File: src/rtl/bin_to_bcd.sv
// Sequential binary-to-BCD converter (shift-add-3) driving a 4-digit display bus.
// Result registers update only at the end of a conversion; inputs above 9999 saturate.
module bin_to_bcd #(
  parameter int unsigned WIDTH = 14
) (
  input  logic             clk,
  input  logic             rst_n,
  input  logic             start,
  input  logic [WIDTH-1:0] bin,
  output logic             busy,
  output logic             done,
  output logic [15:0]      bcd,
  output logic             overflow
);

  localparam int unsigned BCD_W   = 16;
  localparam int unsigned DIGITS  = 4;
  localparam int unsigned CNT_W   = $clog2(WIDTH + 1);
  localparam int unsigned MAX_DEC = 9999;

  typedef enum logic [1:0] {
    IDLE  = 2'd0,
    SHIFT = 2'd1,
    DONE  = 2'd2
  } state_e;

  state_e             state_q, state_d;
  logic [WIDTH-1:0]   sr_q, sr_d;
  logic [BCD_W-1:0]   scratch_q, scratch_d;
  logic [CNT_W-1:0]   cnt_q, cnt_d;
  logic               ovf_pend_q, ovf_pend_d;
  logic [BCD_W-1:0]   bcd_q, bcd_d;
  logic               ovf_q, ovf_d;
  logic               done_q, done_d;
  logic [BCD_W-1:0]   adj;

  // State and datapath registers
  always_ff @(posedge clk or negedge rst_n) begin
    if (!rst_n) begin
      state_q    <= IDLE;
      sr_q       <= '0;
      scratch_q  <= '0;
      cnt_q      <= '0;
      ovf_pend_q <= 1'b0;
      bcd_q      <= '0;
      ovf_q      <= 1'b0;
      done_q     <= 1'b0;
    end else begin
      state_q    <= state_d;
      sr_q       <= sr_d;
      scratch_q  <= scratch_d;
      cnt_q      <= cnt_d;
      ovf_pend_q <= ovf_pend_d;
      bcd_q      <= bcd_d;
      ovf_q      <= ovf_d;
      done_q     <= done_d;
    end
  end

  // Next-state logic; add-3 is per nibble with no inter-nibble carry
  always_comb begin
    state_d    = state_q;
    sr_d       = sr_q;
    scratch_d  = scratch_q;
    cnt_d      = cnt_q;
    ovf_pend_d = ovf_pend_q;
    bcd_d      = bcd_q;
    ovf_d      = ovf_q;
    done_d     = 1'b0;

    adj = scratch_q;
    for (int i = 0; i < int'(DIGITS); i++) begin
      if (scratch_q[4*i +: 4] >= 4'd5) begin
        adj[4*i +: 4] = scratch_q[4*i +: 4] + 4'd3;
      end
    end

    case (state_q)
      IDLE: begin
        if (start) begin
          sr_d       = bin;
          scratch_d  = '0;
          cnt_d      = CNT_W'(WIDTH);
          ovf_pend_d = (32'(bin) > MAX_DEC);
          state_d    = SHIFT;
        end
      end
      SHIFT: begin
        scratch_d = {adj[BCD_W-2:0], sr_q[WIDTH-1]};
        sr_d      = {sr_q[WIDTH-2:0], 1'b0};
        cnt_d     = cnt_q - CNT_W'(1);
        if (cnt_q == CNT_W'(1)) begin
          state_d = DONE;
        end
      end
      DONE: begin
        bcd_d   = ovf_pend_q ? 16'h9999 : scratch_q;
        ovf_d   = ovf_pend_q;
        done_d  = 1'b1;
        state_d = IDLE;
      end
      default: state_d = IDLE;
    endcase
  end

  assign busy     = (state_q != IDLE);
  assign done     = done_q;
  assign bcd      = bcd_q;
  assign overflow = ovf_q;

endmodule

File: config.mk
export PLATFORM = sky130hd
export DESIGN_NAME = bin_to_bcd
export DESIGN_NICKNAME = d
export VERILOG_FILES = /design/src/rtl/bin_to_bcd.sv
export SDC_FILE = /design/constraint.sdc
export NUM_CORES = 1
export LEC_CHECK = 0
export BUFFER_PORTS_ARGS = -buffer_cell sky130_fd_sc_hd__buf_4
export CORE_MARGIN = 5
export CORE_UTILIZATION = 41
export CTS_CLUSTER_SIZE = 40
export DETAILED_ROUTE_END_ITERATION = 16
export GPL_TIMING_DRIVEN = 0
export HOLD_SLACK_MARGIN = 0.08
export SLEW_MARGIN = 20
export SYNTH_ARGS = -nofsm -noshare
export SYNTH_HDL_FRONTEND = slang
export SYNTH_SLANG_ARGS = --single-unit
File: constraint.sdc
create_clock -name clk -period 2.92 [get_ports clk]
set_input_delay 0.438 -clock clk [delete_from_list [all_inputs] [get_ports clk]]
set_output_delay 0.438 -clock clk [all_outputs]
set_load 0.01 [all_outputs]
==> reports/qor.yml <==
cts:
  h-tree-depth: 2
  ctsResizeCount: 0
  cts_tree: "built"
  clk_pin_slew_worst_paths_ns: 0.10
  clk_latency_ns: 0.30
  post_cts_buffers: 0
  root_buffer: "clkbuf_8"
  cts_buffers: 5
  hold_buffers: 0
  ctsLongestPathBuffers: 2
  cts_sinks: 55
global_route:
  grt_pass1_vias: 2079
  antenna_found_initial: 0
  grt_start_max_net_pins: 56
  grt_pass1_wl_mm: 10.3
  grtUsageTotal_pct: 15.0
  grt-ovfl-total: 0
setup_path:
  cp.required_ns: 2.48
  cp_max_fo: 9
  crit_chain: "buf_6 -> nor2_1 -> inv_1 -> buf_4"
  cp_top_family: "flip-flops"
  critPathMaxStageDelay_ns: 0.38
  crit_type: "reg2out"
  cp.arrival_ns: 1.13
  critPathLaunchType: "register"
  cp-end-kind: "output pin"
  cp_num_buf_inv: 3
  critPathSlowestCell: "dfrtp_1"
yosys:
  synth_cells: 263
  synthXorXnorAreaFrac_pct: 0.977
  syn_area_um2: 2690
  synthAdderAreaFrac_pct: 4.65
  yosys_warnings: 0
  yosysSeqAreaShare_pct: 51.2
  avgSynthCellArea_um2: 10.2
  synth_largest_area_cell: "dfrtp_1"
  ys.flop_type: "dfrtp_1"
  synth_area_leaders: "dfrtp_1, nand2_1, o21ai_1, ha_1, mux2i_1"
  muxShareOfSynthArea_pct: 4.47
  synth_top_area_share_pct: 51.2
  synth_top_family_by_area: "compound AO/OA/AOI/OAI gates"
  synth_edf_count: 0
  synthArstFlopShare_pct: 100
  synth_compound_area_share_pct: 20.3
  synth-seq-cells: 55
  synth.distinct_cells: 36
  syn_nets: 290
  synth-simple-area-share_pct: 11.1
final_layout:
  layout_commonest_cell: "dfrtp_1"
  num_antenna_cells: 0
  nets: 332
  finish.utilization_pct: 49.9
  syn_to_final_growth_pct: 17.7
  final_area_um2: 3170
  ff_latch_area_um2: 1380
  drive_above_1_share_pct: 19.9
  fillers: 615
  multi_input_area_um2: 1110
  final_cells: 383
  mostFrequentLayoutCells: "dfrtp_1, nand2_1, buf_4"
place:
  placed_area_um2: 3050
  gp_congestion: 0.786
  io_buffers: 35
  placed_cells: 375
  hpwlAfterDp_mm: 4.26
pwr:
  pwr-share-seq_pct: 37.8
  p_comb_share_pct: 45.9
  p_switching_w: 0.00128
  ir_drop_mv: 0.364
  total_power_w: 0.00323
  power_density_nw_per_um2: 1020
  power.internal_w: 0.00195
  p_sw_share_pct: 39.6
  power.leakage_nw: 1.45
  clkPwrFrac_pct: 16.3
floorplanning:
  die_w_um: 91.0
  core_um2: 6350
  fp.dieH_um: 91.0
  dieArea_um2: 8280
  start_util_pct: 42.3
  io_pins: 36
  rows: 29
routing:
  dr_total_vias: 2047
  dr.pass1.iters: 4
  wl_mm: 5.95
  wl_per_cell_um: 15.5
  drt_drc_violations_left: 0
  drt_iter0_drc: 107
  vias_per_cell: 5.34
  antenna_left: 0
sta:
  rsz0062_at_grt: "no"
  tightest_slew_ns: 0.785
  finClkSkew_ns: 0.00444
  drv_slew: 0
  final.setup.tns_ns: 0
  hold_viol: 0
  fin_crit_ns: 1.57
  fmax_mhz: 638
  fin_crit_sh_pct: 53.7
  relSlewSlack_pct: 47.5
  setup_viol: 0
min_path:
  hp-class: "in2async"
job:
  drv_cap: 0
status:
  status: "finished clean"
## cell usage after synthesis, types with 2 or more instances
cell type,instances
inv_1,18
o21a_1,4
a21oi_1,3
dfrtp_1,55
o32ai_1,3
xnor2_1,3
nor2_1,10
o21ai_0,3
ha_1,10
o21ai_1,27
nand2_1,42
a32o_1,4
buf_2,7
nor2b_1,5
buf_6,4
clkbuf_1,3
and3_1,4
o31ai_1,13
o2111ai_1,8
mux2i_1,12
o221ai_1,4
inv_2,3
o311ai_1,4
nand2b_1,2
## final timing paths
kind,cells past startpoint,start,endpoint,slack (ns)
max in group asynchronous,1,rst_n,scratch_q[1]$_DFFE_PN0P_,2.27
worst min register to register,2,bcd[9]$_DFFE_PN0P_,bcd[9]$_DFFE_PN0P_,0.49
worst max register to register,5,scratch_q[8]$_DFFE_PN0P_,scratch_q[10]$_DFFE_PN0P_,1.40
worst max-delay path,4,state_q[0]$_DFFE_PN0P_,busy,1.35
min in group clk,2,bin[0],sr_q[0]$_DFFE_PN0P_,0.36
worst min-delay path,1,rst_n,scratch_q[9]$_DFFE_PN0P_,0.16
## kinds of logic (layout without fill, tap and decap cells)
kind of cell    count (synthesis)  count (layout)
mux                            12              12
compound gates                 79              79
flops                          55              55
simple gates                   67              67
fa+ha+maj                      10              10
buf+inv                        37              80
xor+xnor                        3               3
## cell type report
cell class / instances / share of cell area (%)
well taps: 77 / 3.04
repair buffers: 35 / 8.30
inverters: 21 / 2.49
multi-input cells: 171 / 35.2
clock buffers: 6 / 2.61
plain buffers: 16 / 3.75
clock inverters: 2 / 1.11
flip-flops and latches: 55 / 43.5
## through the flow
stage | setup WS (ns) | hold WS (ns)
finish | 1.35 | 0.163
floorplan | 1.55 | 0.142
global route | 1.25 | 0.221
detailed placement | 1.32 | 0.470
global placement | 1.32 | 0.464
CTS | 1.34 | 0.210
## registers in the layout, indices dropped and copies added (netlist names)
| signal | cells |
|---|---|
| overflow | 1 |
| sr_q | 14 |
| scratch_q | 16 |
| done | 1 |
| bcd | 16 |
| ovf_pend_q | 1 |
| cnt_q | 4 |
| state_q | 2 |
## worst register-to-register path, delay by kind of cell, from the launching register on
kind                     cells  cell delay (ns)
AO/OA/AOI/OAI                2             0.46
AND/OR/NAND/NOR              1             0.16
adder cells (fa/ha/maj)      1             0.24
flip-flops                   1             0.46
buffers and inverters        1             0.11
## power groups by stage
stage	Sequential, W	Combinational (W)	Clock [W]
2_1_floorplan	0.00122	0.00104	0
4_1_cts	0.00122	0.00150	0.000539
6_report	0.00122	0.00148	0.000527
5_1_grt	0.00126	0.00166	0.000582
3_5_place_dp	0.00123	0.00150	0
3_3_place_gp	0.00122	0.00146	0
## per-layer routing
metal | part of all wire (%) | track usage (%) | vias up | routed length [um]
li1 | - | - | 1017 | -
met5 | 0 | 0 | - | 0
met2 | 46 | 23.1 | 28 | 2710
met4 | 1.2 | 3.79 | 0 | 69
met1 | 51 | 21.4 | 994 | 3010
met3 | 2.7 | 3.39 | 8 | 163
No activity file was read; power rests on OpenSTA's default activity.
